`src/rtl/rd_ptr_sync_ctrl.sv`:
```
// Read-side pointer controller for the async FIFO: write-pointer synchroniser, binary/Gray read
// pointers, registered empty/level/almost-empty. Define RD_PTR_UNDERFLOW_EN for a sticky underflow flag.
module rd_ptr_sync_ctrl #(
   parameter int DEPTH       = 128,
   parameter int PTR_SIZE    = $clog2(DEPTH),
   parameter int SYNC_STAGES = 2,
   parameter int AE_THRESH   = 4
) (
   input  logic                rd_clk,
   input  logic                rd_reset,
   input  logic                rd_en,
   input  logic [PTR_SIZE:0]   g_wr_ptr,
   output logic                rd_fire,
   output logic [PTR_SIZE-1:0] rd_addr,
   output logic [PTR_SIZE:0]   b_rd_ptr,
   output logic [PTR_SIZE:0]   g_rd_ptr,
   output logic                empty,
   output logic                almost_empty,
   output logic [PTR_SIZE:0]   rd_level,
   output logic                underflow
);

   localparam logic [PTR_SIZE:0] AE_LIMIT = (PTR_SIZE+1)'(AE_THRESH);

   logic [PTR_SIZE:0] sync_q [SYNC_STAGES];
   logic [PTR_SIZE:0] wr_bin_s;
   logic [PTR_SIZE:0] b_next;
   logic [PTR_SIZE:0] g_next;
   logic [PTR_SIZE:0] level_next;

   // Handshake: ~empty is "valid", rd_en is "ready"; one entry is consumed in exactly the
   // cycles where both are high, and rd_fire marks those cycles (it is the RAM read strobe).
   assign rd_fire = rd_en & ~empty;
   assign rd_addr = b_rd_ptr[PTR_SIZE-1:0];

   always_ff @(posedge rd_clk) begin
      if (rd_reset) begin
         for (int i = 0; i < SYNC_STAGES; i++) sync_q[i] <= '0;
      end else begin
         sync_q[0] <= g_wr_ptr;
         for (int i = 1; i < SYNC_STAGES; i++) sync_q[i] <= sync_q[i-1];
      end
   end

   // Bit i of the binary value is the XOR of all Gray bits at position i and above.
   always_comb begin
      wr_bin_s = '0;
      for (int i = 0; i <= PTR_SIZE; i++) wr_bin_s[i] = ^(sync_q[SYNC_STAGES-1] >> i);
   end

   assign b_next     = b_rd_ptr + {{PTR_SIZE{1'b0}}, rd_fire};
   assign g_next     = (b_next >> 1) ^ b_next;
   assign level_next = wr_bin_s - b_next;

   always_ff @(posedge rd_clk) begin
      if (rd_reset) begin
         b_rd_ptr     <= '0;
         g_rd_ptr     <= '0;
         empty        <= 1'b1;
         almost_empty <= 1'b1;
         rd_level     <= '0;
      end else begin
         b_rd_ptr     <= b_next;
         g_rd_ptr     <= g_next;
         empty        <= (b_next == wr_bin_s);
         almost_empty <= (level_next <= AE_LIMIT);
         rd_level     <= level_next;
      end
   end

`ifdef RD_PTR_UNDERFLOW_EN
   logic underflow_q;

   always_ff @(posedge rd_clk) begin
      if (rd_reset) begin
         underflow_q <= 1'b0;
      end else if (rd_en & empty) begin
         underflow_q <= 1'b1;
      end
   end

   assign underflow = underflow_q;
`else
   assign underflow = 1'b0;
`endif

endmodule

```
`config.mk`:
```
export PLATFORM = sky130hd
export DESIGN_NAME = rd_ptr_sync_ctrl
export DESIGN_NICKNAME = d
export VERILOG_FILES = /design/src/rtl/rd_ptr_sync_ctrl.sv
export SDC_FILE = /design/constraint.sdc
export NUM_CORES = 1
export LEC_CHECK = 0
export CORE_ASPECT_RATIO = 0.8
export CORE_MARGIN = 2
export CORE_UTILIZATION = 30
export DETAILED_ROUTE_END_ITERATION = 6
export PLACE_DENSITY = 0.53
export SYNTH_ARGS = -nofsm -noshare
export SYNTH_HDL_FRONTEND = slang
export SYNTH_SLANG_ARGS = --single-unit
```
`constraint.sdc`:
```
create_clock -name rd_clk -period 5.5 [get_ports rd_clk]
set_clock_uncertainty 0.05 [all_clocks]
set_input_delay 0.55 -clock rd_clk [delete_from_list [all_inputs] [get_ports rd_clk]]
set_output_delay 0.55 -clock rd_clk [all_outputs]
set_load 0.005 [all_outputs]
```
Word level (Yosys, flattened, before mapping)
Memory sizes are Yosys's and may differ from the RTL's.
Cells that the tools add are included.
{"block": "totals", "ff_bits": 26, "latchBits": 0, "ram_bits": 16, "rom_bits": 0, "in_bits": 11, "out_inout_bits": 35, "elab_cells": 28, "n_memories": 1}
{"memory": "sync_q", "words": 2, "word_bits": 8, "read_ports": 2, "rd_clocked_by_memory_dff": 0, "write_ports": 2, "line": "25", "text": "logic [PTR_SIZE:0] sync_q [SYNC_STAGES];"}
{"block": "op_classes", "addsub": 2, "mul": 0, "div_mod_pow": 0, "n_lt_le_gt_ge": 1, "eq_ne": 1, "shift": 0, "muxes": 5, "n_bitwise": 5, "reduce_logical": 8}
{"cell": "8-bit XOR reduction", "n": 8}
{"cell": "8-bit 2-to-1 mux", "n": 2}
{"cell": "8-bit by 1-bit adder with 8-bit output", "n": 1}
{"cell": "8-bit == test", "n": 1}
{"cell": "8-bit by 3-bit less-or-equal comparator with 1-bit output (second input constant)", "n": 1}
{"cell": "8-bit subtractor", "n": 1}
{"cell": "7-bit by 8-bit XOR with 8-bit output", "n": 1}
{"cell": "1-bit 2-to-1 mux", "n": 3}
{"cell": "1-bit bitwise OR", "n": 2}
{"cell": "1-bit bitwise AND", "n": 1}
{"cell": "1-bit inverter", "n": 1}

Longest topological paths before layout
{"block": "logic_depth", "ltp_word": 5, "ltp_mapped": 14, "ltp_nobuf": 14}

Least setup slack after synthesis
Ideal clock, no wire load.
{"block": "synth_timing", "path_type": "register to register", "startpoint": "mem sync_q[0][15] (netlist bit)", "endpoint": "reg almost_empty", "setup_ns": 0.096, "arrival_ns": 3.413, "t_required_ns": 5.354, "slack_ns": 1.941, "stages_incl_launch_ff": 15, "n_path_buf": 0, "synth_period_minus_slack_ns": 3.559, "cell_sequence": "dfxtp_1 -> xnor3_2 -> xnor2_4 -> xnor2_1 -> xor2_1 -> xor2_2 -> xor2_1 -> ha_1 -> fa_1 -> nor2b_1 -> o21a_1 -> o21ai_0 -> a41oi_1 -> nand2_1 -> o41ai_2"}
{"item": "start, declared", "line": "25"}
{"item": "end signal, assigned", "line": "66", "text": "almost_empty <= (level_next <= AE_LIMIT);"}
{"item": "end, declared", "line": "18", "text": "output logic almost_empty,"}

==> results.md <==
- Type of the most critical hold path: flop to flop
- Nets@finish: 235
- I/O pin count: 46
- Finished Layout Cells: 296
- Post-CTS Setup Inserts: 0
- Clock Power Share: 0.264
- Pint: 510 uW
- Pre-CTS setup slack: 1.66 ns
- Ant. Diodes: 0
- Sinks on Clock Net: 41
- Crit start category: flop
- GPL Wtd Cong: 0.847
- Cts bufs inserted: 5
- Synthesis-stage register bit count: 41
- Setup crit end kind: flop
- Synth area leader: dfxtp_1
- Area contributors post-synth: dfxtp_1, nor2b_1, xnor2_1
- Final setup viols: 0
- DP HPWL: 2280 um
- Sw power: 190 uW
- Number of flops mapped to enable cells by yosys: 0
- WL/cell: 10.2 um
- Routed vias/inst: 4.06
- First-pass GRT wire length: 5090 um
- RSZ-0062 raised after global routing: no
- Mapped Avg Cell Area: 10.2 um^2
- H-Tree Depth: 2
- Post-Synthesis Cells: 175
- Area share of the largest cell type after synthesis: 0.458
- Final Hold Fails: 0
- Synthesized net count: 196
- Number of global-route vias before repair: 1130
- Max Root-Sink Buffers: 2
- Clk_lat worst skew: 0.28 ns
- Cell leakage power: 0.000929 uW
- Antenna violations before repair: 0
- CTS hold repair buffers: 0
- CTS tree: built
- Area Growth Syn to Fin: 30.5%
- Die W: 90.4 um
- Combinational power share: 0.266
- Max cap viols: 0
- Largest net degree at the start of global routing: 39
- Max-slew violation count: 0
- Pwr per Cell Area: 299 nW/um^2
- Post-synth ARST share: 0
- Final setup TNS: 0 ns
- Sw Share: 0.271
- WHS: 0.388 ns
- Die Footprint: 6610 um^2
- Total track usage: 0.0985
- Drt initial violations: 60
- Netlist Area Pre-Place: 1790 um^2
- Seq/Total Area, Yosys: 0.458
- Detailed Routing Iterations Pass 1: 3
- Critical path fanouts, max: 6
- Cells after DPL: 288
- Setup ws final: 1.67 ns
- Number of port buffers: 44
- Clock slew at reported path FFs: 0.07 ns
- Sequential share of power: 0.470
- Clk Tree Root Cell: clkbuf_8
- Gates resized, CTS repair: 0
- Crit Path Class: flop to flop
- Worst EP arrival: 3.97 ns
- DRT Wirelength: 3030 um
- Fill count: 607
- Via Count: 1203
- Total congestion overflow: 0
- Period utilization: 0.697
- Main flop type after synthesis: dfxtp_1
- Crit path time final: 3.83 ns
- Initial Util: 0.306
- FP Rows: 25
- Synth cell types: 36
- Power, Total: 699 uW
- Required time of the worst setup path: 5.64 ns
- Core ar.: 5850 um^2
- DRC violations left: 0
- Die height: 73.1 um
- Fmax: 0.261 GHz
- Antenna viol nets, final: 0
- Outcome: finished, final reports clean
- Maximum vdd ir drop: 0.136 mV
- Synth Warn #: 0
- Layout cells sized above 1: 0.0651
per-stage QoR:
step                cell area [um^2]  utilization
finish                          2340        0.400
floorplan                       1790            -
detailed placement              2260        0.386
global route                    2340        0.400
CTS                             2340        0.400
global placement                2260        0.386
synthesized netlist by cell type (2+ instances only):
cell / n
o21ai_0: 3
dfxtp_1: 41
clkbuf_1: 4
o21a_1: 2
buf_4: 9
xnor2_1: 13
ha_1: 9
nor2b_1: 21
nand2_1: 3
a21oi_1: 4
inv_1: 7
nand3_1: 4
xor2_1: 9
nor2_1: 22
and2_1: 2
and3_1: 2
cell usage in the layout, fill, tap and decap left out, types with 2 or more instances in the layout:
cell type	instances
o21a_1	2
clkbuf_1	3
xor2_1	9
nor2b_1	21
dfxtp_1	41
nand3_1	4
xnor2_1	13
inv_1	7
clkbuf_8	5
nor2_1	22
nand2_1	3
ha_1	9
and3_1	2
a21oi_1	4
clkdlybuf4s50_1	44
and2_1	2
o21ai_0	3
power groups by stage:
stage	registers (uW)	logic (uW)	clock network (uW)
after floorplan	337	118	0
after global placement	336	187	0
after detailed placement	336	187	0
after CTS	329	188	193
after global routing	331	206	205
final	328	186	185
worst paths after layout:
check,slack [ns],to,cells past startpoint,from
setup reg to reg,1.67,almost_empty,14,sync_q[0][15]
hold reg to reg,0.39,sync_q[0][13],1,sync_q[0][5]
hold / removal,0.39,sync_q[0][13],1,sync_q[0][5]
setup / recovery,1.67,almost_empty,14,sync_q[0][15]
layer usage:
metal	vias up	part of all wire	global-route usage
li1	632	-	-
met1	530	0.50	0.121
met2	37	0.42	0.155
met3	4	0.065	0.0362
met4	0	0.011	0.0496
met5	-	0	0
cell families (layout without fill, tap and decap cells):
kind of cell	after synthesis	in the layout	synth area share
simple gates	59	59	0.169
fa+ha+maj	10	10	0.0740
compound gates	18	18	0.0754
flops	41	41	0.458
buf+inv	20	60	0.0608
other cells	1	1	0.00209
xor+xnor	26	26	0.161
area by class of cell:
class                           instances  area, um^2  share of cell area
Tap cell                               81         101              0.0433
Multi-Input combinational cell        114         862               0.369
Inverter                                7        26.3              0.0112
Sequential cell                        41         821               0.351
Timing Repair Buffer                   45         448               0.192
Clock buffer                            8        80.1              0.0342
worst max-delay path, cell delays in order (launching register included):
cell and delay [ns]:
dfxtp_1 0.39, xnor3_2 0.50, xnor2_4 0.25, xnor2_1 0.19, xor2_1 0.28, xor2_2 0.26, xor2_1 0.10, ha_1 0.23
fa_1 0.41, nor2b_1 0.12, o21a_1 0.18, o21ai_0 0.09, a41oi_1 0.27, nand2_1 0.09, o41ai_2 0.32
sequential cells by signal, indices dropped and copies added (netlist names):
signal	flops
almost_empty	1
b_rd_ptr	8
rd_level	8
sync_q	16
g_rd_ptr	7
empty	1
Note: power is estimated with default switching activity, not from simulation.
